`config.mk`:
```
export PLATFORM = sky130hd
export DESIGN_NAME = bist_step_sequencer
export DESIGN_NICKNAME = d
export VERILOG_FILES = /design/src/rtl/bist_seq_pkg.sv /design/src/rtl/bist_ack_timer.sv /design/src/rtl/bist_step_sequencer.sv
export SDC_FILE = /design/constraint.sdc
export NUM_CORES = 1
export LEC_CHECK = 0
export BUFFER_PORTS_ARGS = -buffer_cell sky130_fd_sc_hd__buf_2
export CAP_MARGIN = 30
export CORE_ASPECT_RATIO = 1.1
export CORE_MARGIN = 4
export CORE_UTILIZATION = 40
export CTS_CLUSTER_SIZE = 40
export DETAILED_ROUTE_END_ITERATION = 12
export GPL_TIMING_DRIVEN = 0
export PLACE_DENSITY = 0.56
export RECOVER_POWER = 100
export SLEW_MARGIN = 5
export SYNTH_ARGS = -nofsm -noshare
export SYNTH_HDL_FRONTEND = slang
export SYNTH_HIERARCHICAL = 1
export SYNTH_SLANG_ARGS = --single-unit
```
`constraint.sdc`:
```
create_clock -name bist_clk -period 3.2 [get_ports bist_clk]
set_input_delay 0.32 -clock bist_clk [delete_from_list [all_inputs] [get_ports bist_clk]]
set_output_delay 0.32 -clock bist_clk [all_outputs]
set_load 0.02 [all_outputs]
```
`src/rtl/bist_seq_pkg.sv`:
```
// Shared state encoding and default parameters for the BIST step sequencer.
// The PAUSE encoding exists in every build; only BIST_STEP_SEQ_PAUSE_EN makes it reachable.
package bist_seq_pkg;

   localparam int BIST_SEQ_NUM_STEPS_DFLT   = 8;
   localparam int BIST_SEQ_ACK_TIMEOUT_DFLT = 255;

   typedef enum logic [2:0] {
      IDLE,
      REQ,
      REL,
      DRAIN,
      DONE,
      ERR,
      PAUSE
   } bist_seq_state_e;

endpackage

```
`src/rtl/bist_ack_timer.sv`:
```
// Per-phase handshake timeout: a down-counter reloaded on every state entry.
// expired is the terminal-count flag and holds, because the counter saturates at zero.
module bist_ack_timer #(
   parameter int ACK_TIMEOUT = 255
) (
   input  logic bist_clk,
   input  logic reset_n,
   input  logic load,
   input  logic en,
   output logic expired
);

   localparam int TO_W = $clog2(ACK_TIMEOUT + 1);

   logic [TO_W-1:0] remain;

   // The reload value is ACK_TIMEOUT-1, so expired is seen in the ACK_TIMEOUT-th waiting cycle.
   always_ff @(posedge bist_clk or negedge reset_n) begin
      if (!reset_n) begin
         remain <= '0;
      end else if (load) begin
         remain <= TO_W'(ACK_TIMEOUT - 1);
      end else if (en && (remain != '0)) begin
         remain <= remain - 1'b1;
      end
   end

   assign expired = (remain == '0);

endmodule

```
`src/rtl/bist_step_sequencer.sv`:
```
// Four-phase req/ack master that steps a BIST engine NUM_STEPS times and reports status.
// Optional pause between steps is enabled by defining BIST_STEP_SEQ_PAUSE_EN.
//
// state | meaning
// IDLE  | waiting for start; aborted run ends here
// REQ   | bist_next high, waiting for ack high
// REL   | bist_next low, waiting for ack low to count the step
// DRAIN | abort seen, waiting for ack low before returning to IDLE
// DONE  | all steps counted
// ERR   | ack phase timed out; left only by start or reset
// PAUSE | between steps, held by pause (optional)
module bist_step_sequencer
   import bist_seq_pkg::*;
#(
   parameter int NUM_STEPS   = BIST_SEQ_NUM_STEPS_DFLT,
   parameter int ACK_TIMEOUT = BIST_SEQ_ACK_TIMEOUT_DFLT,
   localparam int STEP_W     = $clog2(NUM_STEPS + 1)
) (
   input  logic              bist_clk,
   input  logic              reset_n,
   input  logic              start,
   input  logic              abort,
`ifdef BIST_STEP_SEQ_PAUSE_EN
   input  logic              pause,
`endif
   output logic              bist_next,
   input  logic              bist_next_ack,
   output logic              busy,
   output logic              done,
   output logic              aborted,
   output logic              error,
   output logic [STEP_W-1:0] step_idx,
   output logic [STEP_W-1:0] err_step
);

   localparam logic [STEP_W-1:0] LAST_IDX = STEP_W'(NUM_STEPS - 1);

   bist_seq_state_e state_q, state_d;
   logic            step_inc;
   logic            start_acc;
   logic            expired;

   bist_ack_timer #(.ACK_TIMEOUT(ACK_TIMEOUT)) u_timer (
      .bist_clk (bist_clk),
      .reset_n  (reset_n),
      .load     (state_d != state_q),
      .en       (state_q inside {REQ, REL, DRAIN}),
      .expired  (expired)
   );

   assign start_acc = start && (state_q inside {IDLE, DONE, ERR});

   // Abort outranks ack, and ack outranks a same-cycle timeout.
   always_comb begin
      state_d  = state_q;
      step_inc = 1'b0;
      case (state_q)
         IDLE, DONE, ERR: begin
            if (start) state_d = REQ;
         end
         REQ: begin
            if (abort)              state_d = DRAIN;
            else if (bist_next_ack) state_d = REL;
            else if (expired)       state_d = ERR;
         end
         REL: begin
            if (abort) begin
               state_d = DRAIN;
            end else if (!bist_next_ack) begin
               step_inc = 1'b1;
               if (step_idx == LAST_IDX) state_d = DONE;
`ifdef BIST_STEP_SEQ_PAUSE_EN
               else                      state_d = pause ? PAUSE : REQ;
`else
               else                      state_d = REQ;
`endif
            end else if (expired) begin
               state_d = ERR;
            end
         end
         DRAIN: begin
            if (!bist_next_ack) state_d = IDLE;
            else if (expired)   state_d = ERR;
         end
`ifdef BIST_STEP_SEQ_PAUSE_EN
         PAUSE: begin
            if (abort)       state_d = IDLE;
            else if (!pause) state_d = REQ;
         end
`endif
         default: state_d = IDLE;
      endcase
   end

   always_ff @(posedge bist_clk or negedge reset_n) begin
      if (!reset_n) begin
         state_q   <= IDLE;
         bist_next <= 1'b0;
         busy      <= 1'b0;
         done      <= 1'b0;
         aborted   <= 1'b0;
         error     <= 1'b0;
         step_idx  <= '0;
         err_step  <= '0;
      end else begin
         state_q   <= state_d;
         bist_next <= (state_d == REQ);
         busy      <= state_d inside {REQ, REL, DRAIN, PAUSE};
         if (start_acc) begin
            step_idx <= '0;
            done     <= 1'b0;
            aborted  <= 1'b0;
            error    <= 1'b0;
         end
         if (step_inc) step_idx <= step_idx + 1'b1;
         if ((state_d == DONE) && (state_q != DONE)) done <= 1'b1;
         if ((state_d == IDLE) && (state_q inside {DRAIN, PAUSE})) aborted <= 1'b1;
         if ((state_d == ERR) && (state_q != ERR)) begin
            error    <= 1'b1;
            err_step <= step_idx;
         end
      end
   end

endmodule

```
==> results.py <==
metrics = {
    "status": {
        "status": "complete, no violations",
    },
    "synthesis": {
        "synthCells": 141,
        "post_synth.cell_area_avg_um2": 9.77,
        "synth-async-reset-ratio_pct": 100,
        "synth_seq_cells": 24,
        "synth_edf_count": 0,
        "synth_top_area_share_pct": 43.6,
        "synth_nets": 149,
        "syn_area_um2": 1380,
        "synth_area_leader_cell": "dfrtp_1",
        "synth_flop_cell": "dfrtp_1",
        "yosys-top-cells-count": "dfrtp_1, nor2_1, inv_1, o21ai_0, nor2b_1",
        "synth.area.top_cells": "dfrtp_1, nor2b_1, o21ai_0",
        "yosysSeqAreaShare_pct": 43.6,
        "yosys_warnings": 6,
        "synth.most_common_cell": "dfrtp_1",
        "yosysUniqueCellTypes": 47,
    },
    "pwr": {
        "p_per_area_nw_per_um2": 748,
        "total_power_w": 0.00117,
        "vdd_drop_max_mv": 0.369,
        "p_leak_nw": 0.650,
    },
    "routing": {
        "vias": 1123,
        "drc_errors": 0,
        "wire_per_inst_um": 13.2,
        "dr.pass1.iters": 4,
        "wl_um": 2790,
        "viasPerCell": 5.32,
        "initialDrtViolationCount": 68,
        "ant_nets": 0,
    },
    "final_layout": {
        "area_delta_synth_final_pct": 13.1,
        "seqCellArea_um2": 601,
        "diodes": 0,
        "drive_above_1_share_pct": 10.4,
        "fill_cells": 336,
        "multi_input_area_um2": 706,
        "fin_nets": 172,
    },
    "worst_hold_path": {
        "hp-class": "in2reg",
        "worstHoldStart": "abort",
    },
    "worst_setup_path": {
        "crit_type": "reg2reg",
        "cp-start-kind": "flip-flop",
        "crit_path_end_kind": "flip-flop",
        "reg2reg_from": "u_timer/remain[0]$_DFFE_PN0P_",
        "crit_path_start": "u_timer/remain[0]$_DFFE_PN0P_",
        "cp.required_ns": 3.42,
        "crit_fanout": 6,
        "cp.arrival_ns": 3.21,
    },
    "sta": {
        "worst_pin_slew_ns": 1.32,
        "slew_headroom_pct": 12.1,
        "min_period_ns": 2.99,
        "fin_skew_ns": 0.00483,
        "rsz0062_at_grt": "false",
        "slew_violations": 0,
        "period_share_pct": 93.4,
        "tns_ns": 0,
        "hold_violations": 0,
        "setup_violations": 0,
        "fmax_mhz": 334,
        "hold_slack_ns": 0.423,
        "worst_slack_ns": 0.210,
    },
    "cts": {
        "cts_tree": "done",
        "clock_latency_ns": 0.32,
        "clkTransAtPathRegs_ns": 0.14,
        "cts_root_buf": "clkbuf_4",
        "clockBufferDepth": 2,
        "cts_buffers": 3,
        "cts_setup_buffers": 0,
        "clock_sinks": 24,
        "htree_num_levels": 1,
    },
    "placement": {
        "portBuffers": 17,
        "place_congestion": 0.786,
        "dp_slack_ns": 0.0250,
        "hpwl_um": 2090,
    },
    "floorplanning": {
        "die_y_um": 69.6,
        "core_area_um2": 3330,
        "io_pins": 18,
        "rows": 22,
        "die_area_um2": 4450,
        "start_util_pct": 41.4,
        "fp.dieW_um": 64.0,
    },
    "grt": {
        "grt_pass1_wl_um": 5180,
        "grt_pass1_vias": 1149,
        "grt_overflow": 0,
        "grtUsageTotal_pct": 14.3,
        "antenna_found_initial": 0,
        "grt_max_degree": 25,
    },
    "job": {
        "max_cap_violations": 0,
    },
}
-- metrics by stage --
step / instance area, um^2 / instances / utilization, %
global route: 1560 / 211 / 46.8
floorplan: 1380 / 141 / -
CTS: 1590 / 211 / 47.7
global placement: 1520 / 206 / 45.7
finish: 1560 / 211 / 46.8
detailed placement: 1520 / 206 / 45.7
-- state kept, by name (all words and copies together) (netlist names) --
name / cells
err_step: 4
u_timer/remain: 8
bist_next: 1
done: 1
state_q: 3
step_idx: 4
error: 1
busy: 1
aborted: 1
-- cell families (layout without fill, tap and decap cells) --
family | count (synthesis) | count (layout) | share of synthesized area [%]
AOI/OAI and AO/OA | 32 | 32 | 16.3
DFF | 24 | 24 | 43.6
and+or+nand+nor | 57 | 57 | 24.6
buffers and inverters | 14 | 36 | 4.54
muxes | 9 | 9 | 6.99
xor gates and xnor gates | 2 | 2 | 1.27
adders and majority gates | 3 | 3 | 2.73
-- what timing repair did --
item | CTS | global route
endpoints found under the hold margin | 24 | 0
gates resized for setup | 1 | 1
endpoints found under the setup margin | 1 | 1
pin swaps | 0 | 0
hold buffers | 1 | 0
-- layout by cell type, fill, tap and decap left out, types with 3 or more instances in the layout --
cell type | synthesis | final
a21oi_1 | 5 | 5
buf_2 | 2 | 4
clkbuf_1 | 0 | 15
clkbuf_4 | 0 | 3
dfrtp_1 | 24 | 24
ha_1 | 3 | 3
inv_1 | 10 | 10
mux2_1 | 4 | 4
mux2i_1 | 4 | 4
nand2_1 | 7 | 7
nand3_1 | 6 | 6
nor2_1 | 12 | 13
nor2b_1 | 8 | 8
nor3_1 | 3 | 3
o21ai_0 | 10 | 10
-- worst paths after layout --
path,to,slack (ns),depth (start not counted)
setup reg to reg,err_step[3]$_DFFE_PN0P_,0.21,9
min in group asynchronous,u_timer/remain[3]$_DFFE_PN0P_,0.80,2
max in group asynchronous,state_q[1]$_DFF_PN0_,1.63,2
hold / removal,state_q[1]$_DFF_PN0_,0.42,3
setup / recovery,err_step[3]$_DFFE_PN0P_,0.21,9
hold reg to reg,error$_DFFE_PN0P_,0.51,2
-- layer usage --
layer | global-route usage [%] | wire, um | vias to the layer above
met4 | 4.32 | 36 | 0
li1 | - | - | 554
met3 | 2.43 | 73 | 4
met1 | 17.9 | 1250 | 552
met5 | 0 | 0 | -
met2 | 24.8 | 1430 | 13
-- final cells by class --
| class | count | area share [%] |
|---|---|---|
| Buffer | 4 | 1.53 |
| Clock buffer | 3 | 1.45 |
| Clock inverter | 1 | 1.93 |
| Inverter | 10 | 2.41 |
| Multi-Input combinational cell | 103 | 45.3 |
| Sequential cell | 24 | 38.6 |
| Tap cell | 48 | 3.86 |
| Timing Repair Buffer | 18 | 4.98 |
-- report_power, final --
part	leakage, nW	switching (W)	internal, W
Clock	0.0279	0.0000955	0.000127
Combinational	0.334	0.000329	0.000194
Sequential	0.288	0.0000472	0.000373
Total	0.650	0.000472	0.000693
-- critical path, cell delays in order (launching register included) --
cell and delay, ns:
dfrtp_1 0.39, inv_1 0.08, ha_1 0.23, nor3b_2 0.20
and2_1 0.22, and4b_1 0.21, or3_1 0.39, a21o_1 0.20
o21ai_0 0.60, mux2_1 0.38
(Power assumes the default switching activity.)
